`config.mk`:
```
export PLATFORM = sky130hd
export DESIGN_NAME = counter_updown_mod
export DESIGN_NICKNAME = d
export VERILOG_FILES = /design/src/rtl/counter_updown_mod_pkg.sv /design/src/rtl/counter_updown_mod.sv
export SDC_FILE = /design/constraint.sdc
export NUM_CORES = 1
export LEC_CHECK = 0
export CAP_MARGIN = 10
export CORE_AREA = 4 4 67 69
export DETAILED_ROUTE_END_ITERATION = 8
export DIE_AREA = 0 0 71 73
export PLACE_DENSITY = 0.66
export SYNTH_ARGS = -nofsm -noshare
export SYNTH_HDL_FRONTEND = slang
export SYNTH_SLANG_ARGS = --single-unit
```
`constraint.sdc`:
```
create_clock -name clk -period 2.24 [get_ports clk]
set_clock_uncertainty 0.2 [all_clocks]
set_input_delay 0.224 -clock clk [delete_from_list [all_inputs] [get_ports clk]]
set_output_delay 0.224 -clock clk [all_outputs]
set_load 0.01 [all_outputs]
```
`src/rtl/counter_updown_mod_pkg.sv`:
```
// Shared constants for the modulo-N up/down counter: mode and direction encodings.
package counter_updown_mod_pkg;

  localparam logic MODE_WRAP = 1'b0;
  localparam logic MODE_SAT  = 1'b1;
  localparam logic DIR_DOWN  = 1'b0;
  localparam logic DIR_UP    = 1'b1;

endpackage : counter_updown_mod_pkg

```
`src/rtl/counter_updown_mod.sv`:
```
// Modulo-N up/down counter with runtime modulus, synchronous load, wrap/saturate mode,
// cascadable carry/borrow pulses and terminal level flags.
module counter_updown_mod
  import counter_updown_mod_pkg::*;
#(
  parameter int unsigned WIDTH     = 8,
  parameter int unsigned RESET_VAL = 0
) (
  input  logic             clk,
  input  logic             reset,
  input  logic             en,
  input  logic             up_dn,
  input  logic             mode,
  input  logic             load,
  input  logic [WIDTH-1:0] load_val,
  input  logic [WIDTH-1:0] max_val,
  output logic [WIDTH-1:0] count,
  output logic             carry,
  output logic             borrow,
  output logic             at_max,
  output logic             at_min
);

  localparam logic [WIDTH-1:0] RST_COUNT = WIDTH'(RESET_VAL);
  localparam logic [WIDTH-1:0] ONE       = WIDTH'(1);

  logic [WIDTH-1:0] count_nxt;
  logic             carry_nxt;
  logic             borrow_nxt;
  logic             was_term_up;
  logic             was_term_up_nxt;
  logic             was_term_dn;
  logic             was_term_dn_nxt;
  logic             up_term_c;
  logic             dn_term_c;

  // >= keeps a lowered max_val from letting the count run past the modulus
  assign up_term_c = (count >= max_val);
  assign dn_term_c = (count == '0);

  assign at_max = up_term_c;
  assign at_min = dn_term_c;

  // Next-state mux: load > en > hold; reset is applied in the register block
  always_comb begin
    count_nxt       = count;
    carry_nxt       = 1'b0;
    borrow_nxt      = 1'b0;
    was_term_up_nxt = was_term_up;
    was_term_dn_nxt = was_term_dn;

    if (load) begin
      count_nxt       = (load_val > max_val) ? max_val : load_val;
      was_term_up_nxt = 1'b0;
      was_term_dn_nxt = 1'b0;
    end else if (en) begin
      was_term_up_nxt = 1'b0;
      was_term_dn_nxt = 1'b0;
      case (up_dn)
        DIR_UP: begin
          if (!up_term_c) begin
            count_nxt = count + ONE;
          end else begin
            was_term_up_nxt = 1'b1;
            if (mode == MODE_SAT) begin
              count_nxt = max_val;
              carry_nxt = (count != max_val) || !was_term_up;
            end else begin
              count_nxt = '0;
              carry_nxt = 1'b1;
            end
          end
        end
        DIR_DOWN: begin
          if (!dn_term_c) begin
            count_nxt = count - ONE;
          end else begin
            was_term_dn_nxt = 1'b1;
            if (mode == MODE_WRAP) begin
              count_nxt  = max_val;
              borrow_nxt = 1'b1;
            end else begin
              count_nxt  = '0;
              borrow_nxt = !was_term_dn;
            end
          end
        end
        default: ;
      endcase
    end
  end

  always_ff @(posedge clk) begin
    if (reset) begin
      count       <= RST_COUNT;
      carry       <= 1'b0;
      borrow      <= 1'b0;
      was_term_up <= 1'b0;
      was_term_dn <= 1'b0;
    end else begin
      count       <= count_nxt;
      carry       <= carry_nxt;
      borrow      <= borrow_nxt;
      was_term_up <= was_term_up_nxt;
      was_term_dn <= was_term_dn_nxt;
    end
  end

endmodule : counter_updown_mod
```
# Yosys cells after proc, flatten, opt, wreduce, memory -nomap -nowiden

Cells that the tools add are included.

Register bits: 12
Bits of input ports: 22
Logic and storage cells: 36

Add/subtract/negate cells: 2
$lt $le $gt $ge: 2
Eq/ne operators: 1
Mux-type cells: 14
Bitwise gates (word level): 4
Reduce and logical (&&, ||, !) cells: 8

Operators by type and width:

| operator                                                            | number |
|---|---|
| 8-bit 2-to-1 mux                                                    | 7 |
| 8-bit case mux with 2 select lines                                  | 1 |
| 5-bit OR reduction                                                  | 2 |
| 8-bit by 1-bit adder with 8-bit output (second input constant)      | 1 |
| 8-bit >= comparator                                                 | 1 |
| 8-bit greater-than comparator                                       | 1 |
| 8-bit logical NOT                                                   | 1 |
| 8-bit != test                                                       | 1 |
| 8-bit by 1-bit subtractor with 8-bit output (second input constant) | 1 |
| 1-bit 2-to-1 mux                                                    | 6 |
| 1-bit inverter                                                      | 4 |
| 1-bit logical NOT                                                   | 2 |
| 2-bit nonzero test                                                  | 1 |
| 2-bit OR reduction                                                  | 1 |
| 1-bit logical OR                                                    | 1 |

# Longest topological paths before layout

Gate-level depths: netlist of run 1.

Word-level depth: 5
Mapped depth: 10

# Worst setup path after synthesis of run 1

Ideal clock, no wire load.

Kind: reg2reg
Start: register count[0]
End: register count[5]
Library setup time: 0.092 ns
Arrival time: 2.359 ns
Data required time: 1.948 ns
Slack: -0.411 ns
Cell stages (with the launch flop): 11
Period minus slack after synthesis: 2.651 ns
Path through: dfxtp_1 inv_1 ha_1 nand2b_1 a2111oi_0 o21a_1 buf_2 clkinv_1 o21ai_0 a311oi_1 nor4_1

Cells in the longest elaborated chain, start to end: 5

Ends and longest elaborated chain:

| item                               | line                      | source |
|---|---|---|
| start: declaration                 | counter_updown_mod.sv:17  | `output logic [WIDTH-1:0] count,` |
| start signal: assignment           | counter_updown_mod.sv:101 | `count <= count_nxt;` |
| 8-bit >= comparator                | counter_updown_mod.sv:38  | `assign up_term_c = (count >= max_val);` |
| net at_max                         | counter_updown_mod.sv:20  | `output logic at_max,` |
| 8-bit 2-to-1 mux                   | counter_updown_mod.sv:61  | `if (!up_term_c) begin` |
| 8-bit case mux with 2 select lines | counter_updown_mod.sv:59  | `case (up_dn)` |
| 8-bit 2-to-1 mux                   | counter_updown_mod.sv:56  | `end else if (en) begin` |
| 8-bit 2-to-1 mux                   | counter_updown_mod.sv:52  | `if (load) begin` |

The timed path passes the listed nets, and every way through them passes these cells. The select of a mux whose other input is x is not followed.
A chain may end at the register's enable or synchronous reset.

# Final worst setup path of run 1

Start: register count[2]
End: register count[3]

Cells in the longest elaborated chain, start to end: 5

Ends and longest elaborated chain:

| item                                                                | line                                               | source |
|---|---|---|
| 8-bit by 1-bit subtractor with 8-bit output (tied with other cells) | counter_updown_mod.sv:76                           | `count_nxt = count - ONE;` |
| 8-bit 2-to-1 mux, on equally long branches                          | counter_updown_mod.sv:75, counter_updown_mod.sv:61 |  |
| 8-bit case mux with 2 select lines *                                | counter_updown_mod.sv:59                           |  |
| 8-bit 2-to-1 mux *                                                  | counter_updown_mod.sv:56                           |  |
| 8-bit 2-to-1 mux *                                                  | counter_updown_mod.sv:52                           |  |

Every way passes the cells marked *; elsewhere a longest branch is shown, timed or not. The select of a mux whose other input is x is not followed.

==> results of run 1 <==
## worst paths after layout
path	endpoint	slack [ns]
max	count[3]	-0.24
min	count[6]	0.20
max reg2reg	count[3]	-0.24
min reg2reg	was_term_up	0.36
## per-stage QoR
step | setup WS (ns) | TNS, ns | utilization, % | instances | hold WS (ns)
finish | -0.243 | -1.16 | 68.9 | 329 | 0.198
global route | -0.327 | -1.76 | 68.9 | 329 | 0.224
CTS | -0.164 | -0.974 | 63.5 | 325 | 0.267
detailed placement | -0.497 | -4.41 | 56.0 | 312 | 0.317
global placement | -0.450 | -3.93 | 56.0 | 312 | 0.316
floorplan | -0.182 | -0.578 | - | 198 | 0.189
## timing repair
action,4_1_cts,5_1_grt
buffers inserted,10,5
endpoints found under the setup margin,10,10
pin swaps,19,19
gates resized for setup,44,42
## where the power goes
group / total, uW / switching (uW) / internal (uW)
clock network: 246 / 90.4 / 156
registers: 253 / 21.1 / 232
logic: 774 / 374 / 400
## layout by cell type (no fill, tap or decap), types with 3 or more instances in the layout
cell type	count
xnor2_1	7
nand3b_1	3
dlygate4sd2_1	7
a21oi_1	10
dfxtp_1	7
buf_6	10
nor3_1	12
dfxtp_2	3
a31oi_1	6
clkdlybuf4s50_1	19
inv_1	7
buf_4	48
nand2b_1	3
ha_1	9
mux2i_1	7
nand3_1	8
nor2_1	7
dlymetal6s2s_1	5
ha_4	10
nand2_1	12
clkbuf_8	4
a221oi_2	4
nand4_1	5
inv_2	7
## kinds of logic (layout without fill, tap and decap cells)
group | Yosys count | count (layout) | synth area share [%]
xor gates and xnor gates | 9 | 9 | 5.24
muxes | 9 | 9 | 6.07
DFF | 12 | 12 | 16.0
adders and majority gates | 19 | 19 | 15.8
AOI/OAI and AO/OA | 49 | 49 | 22.9
buffers and inverters | 30 | 111 | 8.73
and+or+nand+nor | 70 | 70 | 25.3
## registers in the layout (all words and copies together), names as in the netlist
register,cells
borrow,1
carry,1
count,8
was_term_dn,1
was_term_up,1
## tightest hold or removal path, stage by stage
cell            delay [ns]
dlymetal6s2s_1        0.16
nand3b_1              0.11
a31oi_1               0.09
## layer usage
metal,global-route usage (%),up-vias
li1,-,908
met1,28.3,938
met2,38.1,122
met3,2.62,28
met4,8.98,0
met5,0,-
## cell type report
type / count / area, sq um / share of cell area (%)
inverter: 16 / 67.6 / 2.50
sequential: 12 / 251 / 9.32
timing repair buffer: 91 / 812 / 30.1
tap: 50 / 62.6 / 2.32
clock buffer: 4 / 55.1 / 2.04
multi-input combinational: 156 / 1450 / 53.7
==> flow_summary.ini, run 1 <==
[clock_network]
cts_tree = done
insertion_delay_ns = 0.25
clockRootBuffer = clkbuf_8
cts_buffers = 3
cts_sinks = 12
htree_levels = 1
cts.clk_slew.worst_paths_ns = 0.06
cts_max_path_buffers = 2
cts_hold_buf = 0

[sta]
max-slew-margin-rel_pct = 54.2
timing.final.crit_period_ns = 2.48
finalMaxSlewViolations = 0
fin_crit_sh_pct = 111
clock.fmax_mhz = 403
setup_slack_ns = -0.243
worstMarginPinSlew_ns = 0.685
hold_viol_final = 0
setup_violations = 6
rsz0062_at_grt = true

[synthesis]
synth_top_area_share_pct = 16.0
synth_top_cell_by_area = dfxtp_1
ys_types = 47
synth_area_leaders = dfxtp_1 16%, ha_1 16%, mux2i_1 5.3%, nor3_1 4.7%, xnor2_1 4.1%
syn_area_per_cell_sq_um = 7.60
synth-edff-count = 0
synth_ff_type = dfxtp_1
ys_top_cells_by_count = 19 x ha_1, 15 x inv_1, 14 x nor3_1
synth_nets = 239
synth_area_sq_um = 1500
synth_warnings = 0
async_flop_share_pct = 0
ys_seq_area_share_pct = 16.0
yosysMostFrequentCell = ha_1
ys_ff_latch = 12
syn_inst = 198

[floorplan]
floorplan.initialDensity_pct = 38.4
die_h_um = 73
die_area_sq_um = 5180
ios = 34
core_sq_um = 3910
row_count = 23
die_w_um = 71

[final_layout]
finalNetCount = 321
antenna_cells = 0
drive_gt1_share_pct = 41.9
syn_to_final_growth_pct = 79.4
fill_cells = 307
stdcell_area_sq_um = 2700

[detailed_routing]
drt_first_iter_violations = 200
drt-met1-wl_um = 2690
wl_per_cell_um = 19.4
viasPerCell = 6.07
wl_met2_um = 3090
drt_wl_total_um = 6390
wl_met3_um = 378
drc_errors = 0
vias = 1996
antenna_left = 0
top_layer_used = met4
firstDrtPassIters = 5

[setup_path]
arrival_ns = 2.44
crit_path_max_incr_delay_ns = 0.54
cp.required_ns = 2.20
crit_path_end_kind = flip-flop
cp_num_cells = 7
timing.rr.start = count[2]
critical_path_class = reg2reg
start_kind = flip-flop
crit_chain = or4_4 -> or3_4 -> buf_6 -> nor3_4 -> a2111oi_2 -> or3_1 -> a221oi_2
worst-r2r-cell-count = 7
cp_max_fo = 5
critPathBufInv = 1
critical_path.top_delay_family = simple AND/OR/NAND/NOR gates
worstSetupStartpoint = count[2]
crit_slowest_cell = or4_4

[power_and_ir_drop]
vdd_drop_max_v = 0.000236
p_total_uw = 1270
power_leakage_uw = 0.00115
power_density_nw_per_um2 = 472

[placement]
hpwl_um = 4140
dpl_cell_area_sq_um = 2190
place_congestion = 0.927
port_buffers = 33

[global_routing]
grt_pass1_wl_um = 9020
grt_start_max_net_pins = 23
grt_overflow = 0
track_usage_pct = 22.2
grt_pass1_vias = 1793
antenna_found_initial = 0

[run_status]
outcome = finished with violations
failed_checks = setup timing

[hold_path]
whs_path_depth = 3
min_path_type = in2reg
min_from = load_val[6]

[run]
maxCapViolCount = 0
Power figures use the tool's default switching activity.
==> inputs of run 2 (changes only) <==
--- a/config.mk
+++ b/config.mk
@@ -7,6 +7,7 @@
 export LEC_CHECK = 0
 export CAP_MARGIN = 10
 export CORE_AREA = 4 4 67 69
+export CTS_CLUSTER_SIZE = 14
 export DETAILED_ROUTE_END_ITERATION = 8
 export DIE_AREA = 0 0 71 73
 export PLACE_DENSITY = 0.66
==> results of run 2 <==
Same layout as run 1: the final DEF is identical, and so are final timing and power.
